File: src/rtl/ipv4_rx_header_pkg.sv
// rtl/ipv4_rx_header_pkg.sv - shared constants, state type and checksum helper for the IPv4 RX header parser
package ipv4_rx_header_pkg;

    localparam int BYTE_LEN     = 8;
    localparam int IPV4_VERSION = 4;
    localparam int IPV4_MIN_IHL = 5;

    localparam int OFF_TOTLEN = 2;
    localparam int OFF_PROTO  = 9;
    localparam int OFF_SRC    = 12;
    localparam int OFF_DST    = 16;

    localparam int ERR_CSUM = 0;
    localparam int ERR_VER  = 1;
    localparam int ERR_LEN  = 2;

    typedef enum logic [1:0] {
        ST_IDLE,
        ST_HDR,
        ST_PAYLOAD,
        ST_DROP
    } state_t;

    function automatic logic [15:0] ones_add(input logic [15:0] a, input logic [15:0] w);
        logic [16:0] s;
        s = {1'b0, a} + {1'b0, w};
        return s[15:0] + {15'd0, s[16]};
    endfunction

endpackage

File: src/rtl/ipv4_csum_acc.sv
// rtl/ipv4_csum_acc.sv - byte-pair word assembler with end-around-carry one's-complement accumulator
module ipv4_csum_acc
    import ipv4_rx_header_pkg::*;
(
    input  logic        clk,
    input  logic        rst,
    input  logic        clr,
    input  logic        en,
    input  logic        odd,
    input  logic [7:0]  data,
    output logic [15:0] sum
);
    logic [7:0]  hi;
    logic [15:0] acc;

    // sum already includes a word completing this cycle, so a verdict can be registered alongside it
    always_comb begin
        sum = acc;
        if (clr)
            sum = 16'h0000;
        else if (en && odd)
            sum = ones_add(acc, {hi, data});
    end

    always_ff @(posedge clk) begin
        if (rst) begin
            acc <= 16'h0000;
            hi  <= 8'h00;
        end else begin
            acc <= sum;
            if (en && !odd)
                hi <= data;
        end
    end

endmodule

File: src/rtl/ipv4_rx_header.sv
// rtl/ipv4_rx_header.sv - byte-serial IPv4 header parser, checksum verifier and payload forwarder
module ipv4_rx_header
    import ipv4_rx_header_pkg::*;
#(
    parameter int MAX_IHL = 15
) (
    input  logic                clk,
    input  logic                rst,
    input  logic                inclk,
    input  logic [BYTE_LEN-1:0] in,
    input  logic                sof,
    output logic                hdr_done,
    output logic                hdr_ok,
    output logic [2:0]          hdr_err,
    output logic [3:0]          ihl,
    output logic [15:0]         total_len,
    output logic [7:0]          protocol,
    output logic [31:0]         src_ip,
    output logic [31:0]         dst_ip,
    output logic                outclk,
    output logic [BYTE_LEN-1:0] out,
    output logic                out_last
);
    localparam int CNT_W = $clog2(4 * MAX_IHL);

    state_t           state, state_nx;
    logic [CNT_W-1:0] cnt;
    logic [3:0]       cur_ver, cur_ihl;
    logic [15:0]      cur_len, remaining;
    logic [7:0]       cur_proto;
    logic [31:0]      cur_src, cur_dst;

    logic             start, hdr_byte, pay_byte, pay_last, last_hdr, short_hdr, odd, verdict_ok;
    logic [CNT_W-1:0] hdr_last_idx;
    logic [15:0]      hdr_len16, len_nx, csum;
    logic [31:0]      dst_nx;
    logic [2:0]       err_nx;

    ipv4_csum_acc u_csum (
        .clk  (clk),
        .rst  (rst),
        .clr  (start),
        .en   (start | hdr_byte),
        .odd  (odd),
        .data (in),
        .sum  (csum)
    );

    always_ff @(posedge clk) begin
        if (rst)
            state <= ST_IDLE;
        else
            state <= state_nx;
    end

    always_comb begin
        state_nx = state;
        if (start)
            state_nx = ST_HDR;
        else if (last_hdr) begin
            if (!verdict_ok)
                state_nx = ST_DROP;
            else if (len_nx == hdr_len16)
                state_nx = ST_IDLE;
            else
                state_nx = ST_PAYLOAD;
        end else if (pay_last)
            state_nx = ST_IDLE;
    end

    // Byte classification and header verdict; a short IHL ends the header once total_len is known
    always_comb begin
        start        = inclk && sof;
        hdr_byte     = inclk && !sof && (state == ST_HDR);
        pay_byte     = inclk && !sof && (state == ST_PAYLOAD);
        pay_last     = pay_byte && (remaining == 16'd1);
        odd          = !start && cnt[0];
        short_hdr    = cur_ihl < 4'(IPV4_MIN_IHL);
        hdr_len16    = {10'd0, cur_ihl, 2'b00};
        hdr_last_idx = short_hdr ? CNT_W'(OFF_TOTLEN + 1) : CNT_W'(hdr_len16 - 16'd1);
        last_hdr     = hdr_byte && (cnt == hdr_last_idx);

        len_nx = cur_len;
        if (hdr_byte && cnt == CNT_W'(OFF_TOTLEN))
            len_nx[15:8] = in;
        if (hdr_byte && cnt == CNT_W'(OFF_TOTLEN + 1))
            len_nx[7:0] = in;

        dst_nx = cur_dst;
        if (hdr_byte && cnt >= CNT_W'(OFF_DST) && cnt < CNT_W'(OFF_DST + 4))
            dst_nx = {cur_dst[23:0], in};

        err_nx           = 3'b000;
        err_nx[ERR_CSUM] = !short_hdr && (csum != 16'hFFFF);
        err_nx[ERR_VER]  = cur_ver != 4'(IPV4_VERSION);
        err_nx[ERR_LEN]  = short_hdr || (len_nx < hdr_len16);
        verdict_ok       = (err_nx == 3'b000);
    end

    always_ff @(posedge clk) begin
        if (rst) begin
            cnt       <= '0;
            cur_ver   <= 4'd0;
            cur_ihl   <= 4'd0;
            cur_len   <= 16'd0;
            cur_proto <= 8'd0;
            cur_src   <= 32'd0;
            cur_dst   <= 32'd0;
            remaining <= 16'd0;
            hdr_done  <= 1'b0;
            hdr_ok    <= 1'b0;
            hdr_err   <= 3'b000;
            ihl       <= 4'd0;
            total_len <= 16'd0;
            protocol  <= 8'd0;
            src_ip    <= 32'd0;
            dst_ip    <= 32'd0;
            outclk    <= 1'b0;
            out       <= '0;
            out_last  <= 1'b0;
        end else begin
            hdr_done <= 1'b0;
            outclk   <= 1'b0;
            out_last <= 1'b0;
            if (start) begin
                cnt       <= CNT_W'(1);
                cur_ver   <= in[7:4];
                cur_ihl   <= in[3:0];
                cur_len   <= 16'd0;
                cur_proto <= 8'd0;
                cur_src   <= 32'd0;
                cur_dst   <= 32'd0;
            end else if (hdr_byte) begin
                cnt     <= cnt + CNT_W'(1);
                cur_len <= len_nx;
                cur_dst <= dst_nx;
                if (cnt == CNT_W'(OFF_PROTO))
                    cur_proto <= in;
                if (cnt >= CNT_W'(OFF_SRC) && cnt < CNT_W'(OFF_SRC + 4))
                    cur_src <= {cur_src[23:0], in};
            end
            if (last_hdr) begin
                hdr_done  <= 1'b1;
                hdr_ok    <= verdict_ok;
                hdr_err   <= err_nx;
                ihl       <= cur_ihl;
                total_len <= len_nx;
                protocol  <= cur_proto;
                src_ip    <= cur_src;
                dst_ip    <= dst_nx;
                remaining <= len_nx - hdr_len16;
            end
            if (pay_byte) begin
                outclk    <= 1'b1;
                out       <= in;
                out_last  <= pay_last;
                remaining <= remaining - 16'd1;
            end
        end
    end

endmodule
File: config.mk
export PLATFORM = sky130hd
export DESIGN_NAME = ipv4_rx_header
export DESIGN_NICKNAME = d
export VERILOG_FILES = /design/src/rtl/ipv4_rx_header_pkg.sv /design/src/rtl/ipv4_csum_acc.sv /design/src/rtl/ipv4_rx_header.sv
export SDC_FILE = /design/constraint.sdc
export NUM_CORES = 1
export LEC_CHECK = 0
export ABC_AREA = 1
export CAP_MARGIN = 30
export CORE_UTILIZATION = 64
export CTS_CLUSTER_SIZE = 14
export DETAILED_ROUTE_END_ITERATION = 12
export DONT_BUFFER_PORTS = 1
export PLACE_DENSITY = 0.8
export SYNTH_ARGS = -nofsm -noshare
export SYNTH_HDL_FRONTEND = slang
export SYNTH_HIERARCHICAL = 1
export SYNTH_SLANG_ARGS = --single-unit
File: constraint.sdc
create_clock -name clk -period 4.55 [get_ports clk]
set_clock_uncertainty 0.05 [all_clocks]
set_input_delay 0.6825 -clock clk [delete_from_list [all_inputs] [get_ports clk]]
set_output_delay 0.6825 -clock clk [all_outputs]
set_load 0.02 [all_outputs]
# Word-level counts from Yosys, hierarchy flattened
# Cells that the tools add are included.
[word_totals] n_memories=0 romBits=0 input_bits=12 latchBits=0 ramBits=0 out_inout_bits=107 regBits=251 wordCells=94
[op_classes] n_mux=17 n_addsub=6 multipliers=0 eq_ne=10 magnitude_cmp=6 n_reduce_logical=29 n_shift=0 div_mod_pow=0 bitwise_logic=2
[ops] op="16-bit 2-to-1 mux" n=4
[ops] op="32-bit 2-to-1 mux" n=1
[ops] op="16-bit by 16-bit adder with 17-bit output" n=1
[ops] op="16-bit by 1-bit adder with 16-bit output" n=1
[ops] op="16-bit by 1-bit equality test with 1-bit output (second input constant)" n=1
[ops] op="16-bit by 6-bit equality test with 1-bit output" n=1
[ops] op="16-bit by 6-bit less-than comparator with 1-bit output" n=1
[ops] op="8-bit 2-to-1 mux" n=2
[ops] op="16-bit inequality test (second input constant)" n=1
[ops] op="16-bit by 1-bit subtractor with 16-bit output (second input constant)" n=1
[ops] op="16-bit by 6-bit subtractor with 16-bit output" n=1
[ops] op="1-bit logical AND" n=15
[ops] op="6-bit by 2-bit equality test with 1-bit output (second input constant)" n=2
[ops] op="6-bit by 5-bit less-than comparator with 1-bit output (second input constant)" n=2
[ops] op="2-bit 2-to-1 mux" n=4
[ops] op="6-bit by 1-bit adder with 6-bit output (second input constant)" n=1
[ops] op="6-bit by 4-bit equality test with 1-bit output (second input constant)" n=1
[ops] op="6-bit equality test" n=1
[ops] op="6-bit by 4-bit >= comparator with 1-bit output (second input constant)" n=1
[ops] op="6-bit by 5-bit >= comparator with 1-bit output (second input constant)" n=1
[ops] op="6-bit 2-to-1 mux" n=1
[ops] op="2-bit nonzero test" n=3
[ops] op="6-bit by 1-bit subtractor with 6-bit output (second input constant)" n=1
[ops] op="1-bit 2-to-1 mux" n=5
[ops] op="other kinds (12)" n=17

# Longest topological paths before layout
[logic_depth] ltp_word=13 depth_mapped=33 depth_no_buf=33

# Modules after synthesis
# Netlist, hierarchy kept.
[modules_own_cells] mod="ipv4_rx_header" instances=1 cells_per_inst=1209 area_per_inst_um2=9283.9
[modules_own_cells] mod="ipv4_csum_acc" instances=1 cells_per_inst=421 area_per_inst_um2=2446.1

# Worst setup path before layout
# Ideal clock, no wire load.
[synth_timing] kind="input -> register" startpoint="input in[0]" endpoint="register state[1]" path_slack_ps=495 cell_stages=33 required_time_ps=4368 setup_ps=132 t_arrival_ps=3872 path_cell_list="ha_1 inv_1 fa_1 inv_1 nand2_2 nand2_2 nand3_2 nand2_1 nand2_1 nand2_1 a21oi_1 o21bai_1 ha_1 ha_1 inv_1 nor2_4 nand3_4 nor2_4 nand3_2 nor2_2 nand2_1 nand2_1 nand2_1 nand2_1 nand2_1 inv_1 nand4_1 nor3_1 a21boi_0 nor2_1 nand3_1 nand2_1 a21oi_1"
[synth_between] elab_chain_cells=9 word_cells_on_any_way=15
[synth_rtl] item="start: declaration" line="ipv4_rx_header.sv:10" rtl="input logic [BYTE_LEN-1:0] in,"
[synth_rtl] item="16-bit by 16-bit adder with 17-bit output" line="ipv4_rx_header_pkg.sv:26" rtl="s = {1'b0, a} + {1'b0, w};"
[synth_rtl] item="16-bit by 1-bit adder with 16-bit output" line="ipv4_rx_header_pkg.sv:27" rtl="return s[15:0] + {15'd0, s[16]};"
[synth_rtl] item="16-bit 2-to-1 mux" line="ipv4_csum_acc.sv:21" rtl="else if (en && odd)"
[synth_rtl] item="16-bit 2-to-1 mux" line="ipv4_csum_acc.sv:19" rtl="if (clr)"
[synth_rtl] item="net csum[14]" line="ipv4_rx_header.sv:35" rtl="logic [15:0] hdr_len16, len_nx, csum;"
[synth_rtl] item="16-bit inequality test" line="ipv4_rx_header.sv:94" rtl="err_nx[ERR_CSUM] = !short_hdr && (csum != 16'hFFFF);"
[synth_rtl] item="1-bit logical AND" line="ipv4_rx_header.sv:94"
[synth_rtl] item="3-bit zero test" line="ipv4_rx_header.sv:97" rtl="verdict_ok = (err_nx == 3'b000);"
[synth_rtl] item="2-bit 2-to-1 mux" line="ipv4_rx_header.sv:61" rtl="if (!verdict_ok)"
[synth_rtl] item="2-bit 2-to-1 mux" line="ipv4_rx_header.sv:60" rtl="else if (last_hdr) begin"
[synth_rtl] item="end signal: assignment" line="ipv4_rx_header.sv:53" rtl="state <= state_nx;"
[synth_rtl] item="end: declaration" line="ipv4_rx_header.sv:26" rtl="state_t state, state_nx;"
# The timed path passes the listed nets, and every way through them passes these cells.
# A chain may end at the register's enable or synchronous reset.

# Final worst setup path
[layout_timing] startpoint="register u_csum.acc[0]" endpoint="register state[1]"
[layout_between] elab_chain_cells=9
[layout_rtl] item="start: declaration" line="ipv4_csum_acc.sv:14" rtl="logic [15:0] acc;"
[layout_rtl] item="start signal: assignment" line="ipv4_csum_acc.sv:30" rtl="acc <= sum;"
[layout_rtl] item="16-bit by 16-bit adder with 17-bit output" line="ipv4_rx_header_pkg.sv:26"
[layout_rtl] item="16-bit by 1-bit adder with 16-bit output" line="ipv4_rx_header_pkg.sv:27"
[layout_rtl] item="16-bit 2-to-1 mux" line="ipv4_csum_acc.sv:21"
[layout_rtl] item="16-bit 2-to-1 mux" line="ipv4_csum_acc.sv:19"
[layout_rtl] item="net csum[14]" line="ipv4_rx_header.sv:35"
[layout_rtl] item="16-bit inequality test" line="ipv4_rx_header.sv:94"
[layout_rtl] item="1-bit logical AND" line="ipv4_rx_header.sv:94"
[layout_rtl] item="3-bit zero test" line="ipv4_rx_header.sv:97"
[layout_rtl] item="2-bit 2-to-1 mux" line="ipv4_rx_header.sv:61"
[layout_rtl] item="2-bit 2-to-1 mux" line="ipv4_rx_header.sv:60"
# The timed path passes the listed nets, and every way through them passes these cells.

==> metrics.csv <==
metric,value,unit
status,finished clean,
final_net_count,1644,
top_level_ports,119,
detail_route.first_pass.iterations,5,
die-width,137,µm
synthTopCellsByArea,"sky130_fd_sc_hd__dfxtp_1 43%, sky130_fd_sc_hd__nand2_1 13%, sky130_fd_sc_hd__nor2_1 7.0%, sky130_fd_sc_hd__a21oi_1 6.5%, sky130_fd_sc_hd__inv_1 4.9%",
hp-class,in -> reg,
pre_cts_ws,37.3,ps
clk-insertion-delay-late,530,ps
wire_length_of_the_first_global_routing_pass,45.8,mm
synth-async-reset-ratio,0,
placementRows,49,
antenna-diode-count,0,
setup_repair_after_global_routing_missed_its_margin,false,
clock_tree.root_cell,sky130_fd_sc_hd__clkbuf_16,
power.switching,1.08,mW
synth_top_flop_cell,sky130_fd_sc_hd__dfxtp_1,
gr-usage-all-layers,0.307,
power.share.combinational,0.058,
clockPowerShare,0.459,
syn_to_final_growth,7.86,%
hold_path_depth,1,
gpl_congestion,0.924,
initial_core_util,0.653,
clock_path_buffers,3,
bufs_and_invs_on_worst_path,4,
route.detailed.drc,0,
cpMaxStageDelayCell,sky130_fd_sc_hd__fa_2,
mostFrequentLayoutCell,sky130_fd_sc_hd__nand2_1,
maximum_single_stage_delay_on_the_critical_path,360,ps
post-route-period-util,0.908,
grt_start_max_net_pins,91,
critPathMostFrequentCell,sky130_fd_sc_hd__nand2_1,
flops_latches_synth,251,
p_seq_frac,0.483,
cell_int_power,3.52,mW
cts_num_sinks,251,
synthesized_area_per_cell,7.20,µm²
fin_ws,417,ps
netSwitchingFraction,0.234,
crit-reg2reg-capture,state[1]$_SDFFE_PP0P_,
wl_per_cell,15.8,µm
reg2regPathDepth,33,
layoutNonFillerInstCount,1848,
period_needed,4130,ps
dp_hpwl,20.3,mm
crit_path_end_kind,flop,
detail-route-antenna-nets,0,
setup_total_negative_slack,0,ps
maxSlewViolCount,0,
avgViaCountPerCell,5.67,
max_cap_viol_count,0,
overflow,0,
ff2ff_setup_slack,420,ps
seq_area_frac_synth,0.428,
finalSetupViolCount,0,
clock_tree_from_tritoncts,built,
cts.hold.buffers_added,0,
worstMarginPinSlew,867,ps
num_vias,10500,
drt_iter0_drc,827,
hold_path_end,u_csum/hi[3]$_SDFFE_PP0P_,
first_global_vias,9328,
clk_pin_slew_worst_paths,60,ps
fmax,242,MHz
finalHoldViolCount,0,
fraction_of_final_layout_cells_sized_beyond_drive_strength_1,0.0784,
synth_area,11700,µm²
required,4880,ps
worst_setup_path_start_kind,flop,
synth_warnings,6,
timing.slew.headroom,0.419,
number_of_enable_type_register_cells_in_the_synthesized_netlist,0,
mostFrequentLayoutCells,"394 x sky130_fd_sc_hd__nand2_1, 251 x sky130_fd_sc_hd__dfxtp_1, 217 x sky130_fd_sc_hd__nor2_1, 152 x sky130_fd_sc_hd__a21oi_1, 151 x sky130_fd_sc_hd__inv_1",
min-delay-start,rst,
p_leak,5.80,nW
post-synth-top-area-fraction,0.428,
cts_made_buffers,26,
vdd.ir_drop.worst,0.357,mV
setup.worst_path.class,reg -> reg,
io_buffers,0,
cp_top_delay_family,simple AND/OR/NAND/NOR gates,
cts-htree-levels,1,
number_of_placed_instances_taps_included,1800,
die_height,137,µm
r2r-start,u_csum/acc[0]$_SDFF_PP0_,
crit_path_max_fanout,3,
synth.lib_cells_used.distinct,45,
netlist_instances,1630,
route.final.wire_length,29.3,mm
worst_path_arrival_time,4470,ps
synth_top_area_cell,sky130_fd_sc_hd__dfxtp_1,
synth_fp_nets,1674,
cellPowerDensity,364,nW/µm²
floorplan.core_area,18000,µm²
floorplan.die_area,18900,µm²
number_of_antenna_violations_at_the_first_check_in_global_routing,0,
-- cell type report --
| class | instances | area, µm² |
|---|---|---|
| Tap cell | 229 | 287 |
| Fill cell | 1517 | 5310 |
| Multi-Input combinational cell | 1143 | 5730 |
| Clock inverter | 13 | 139 |
| Sequential cell | 251 | 5020 |
| Inverter | 163 | 614 |
| Clock buffer | 34 | 721 |
| Timing Repair Buffer | 15 | 138 |
-- logic make-up (layout without fill, tap and decap cells) --
logic type | after synthesis | count (layout) | synth area share
flops | 251 | 251 | 0.428
compound gates | 321 | 321 | 0.156
buf+inv | 236 | 225 | 0.0847
xor+xnor | 15 | 15 | 0.0112
mux | 1 | 1 | 0.000853
simple gates | 774 | 774 | 0.284
fa+ha+maj | 32 | 32 | 0.0354
-- per-layer routing --
| layer | part of all wire | vias up | GRT usage |
|---|---|---|---|
| li1 | - | 5198 | - |
| met1 | 0.44 | 4800 | 0.404 |
| met2 | 0.45 | 415 | 0.494 |
| met3 | 0.083 | 63 | 0.0662 |
| met4 | 0.031 | 0 | 0.109 |
| met5 | 0 | - | 0 |
-- synthesized netlist by cell type, types with 8 or more instances --
cell type                  count
sky130_fd_sc_hd__a211oi_1     10
sky130_fd_sc_hd__a21oi_1     152
sky130_fd_sc_hd__buf_2        11
sky130_fd_sc_hd__buf_6        10
sky130_fd_sc_hd__clkbuf_1     45
sky130_fd_sc_hd__dfxtp_1     251
sky130_fd_sc_hd__ha_1         30
sky130_fd_sc_hd__inv_1       154
sky130_fd_sc_hd__nand2_1     394
sky130_fd_sc_hd__nand2_2      22
sky130_fd_sc_hd__nand3_1      75
sky130_fd_sc_hd__nand4_1      13
sky130_fd_sc_hd__nor2_1      218
sky130_fd_sc_hd__nor2_2       11
sky130_fd_sc_hd__nor3_1        8
sky130_fd_sc_hd__o211a_1      32
sky130_fd_sc_hd__o21ai_0     109
sky130_fd_sc_hd__xor2_1       10
-- worst register-to-register path: cells and delay by family, from the launching register on --
| family | cells | cell delay [ps] |
|---|---|---|
| adder cells (fa/ha/maj) | 4 | 930 |
| AO/OA/AOI/OAI | 4 | 490 |
| buffers and inverters | 4 | 290 |
| flip-flops | 1 | 340 |
| AND/OR/NAND/NOR | 21 | 1930 |
-- sequential cells by signal, indices dropped and copies added, names as in the netlist, 2 cells and up --
register    count
cur_dst        32
cur_src        32
dst_ip         32
src_ip         32
cur_len        16
remaining      16
total_len      16
u_csum/acc     16
cur_proto       8
out             8
protocol        8
u_csum/hi       8
cnt             6
cur_ihl         4
cur_ver         4
ihl             4
hdr_err         3
state           2
-- timing repair --
action	4_1_cts	5_1_grt
buffers inserted	0	1
setup endpoints to repair	0	2
gates resized for setup	0	5
-- power groups by stage --
stage,logic (mW),clock network (mW),registers [mW]
2_1_floorplan,0.207,0,2.27
3_3_place_gp,0.260,0,2.27
3_5_place_dp,0.261,0,2.27
4_1_cts,0.262,2.14,2.22
5_1_grt,0.296,2.23,2.22
6_report,0.267,2.11,2.22
-- worst max path at each step --
stage / cells past startpoint / to / start
final: 33 / state[1]$_SDFFE_PP0P_ / u_csum/acc[0]$_SDFF_PP0_
after global routing: 33 / state[1]$_SDFFE_PP0P_ / u_csum/acc[0]$_SDFF_PP0_
after CTS: 33 / state[1]$_SDFFE_PP0P_ / u_csum/acc[0]$_SDFF_PP0_
after detailed placement: 33 / state[1]$_SDFFE_PP0P_ / in[0]
after global placement: 33 / state[1]$_SDFFE_PP0P_ / in[0]
after floorplan: 33 / state[1]$_SDFFE_PP0P_ / in[0]
-- metrics by stage --
step / hold slack (ps) / instance area, µm² / power (mW) / util
2_1_floorplan: 380 / 11700 / 2.47 / -
3_3_place_gp: 389 / 11800 / 2.53 / 0.655
3_5_place_dp: 392 / 11800 / 2.53 / 0.655
4_1_cts: 159 / 12600 / 4.63 / 0.703
5_1_grt: 163 / 12700 / 4.75 / 0.704
6_report: 176 / 12700 / 4.60 / 0.704
(Power assumes the default switching activity.)
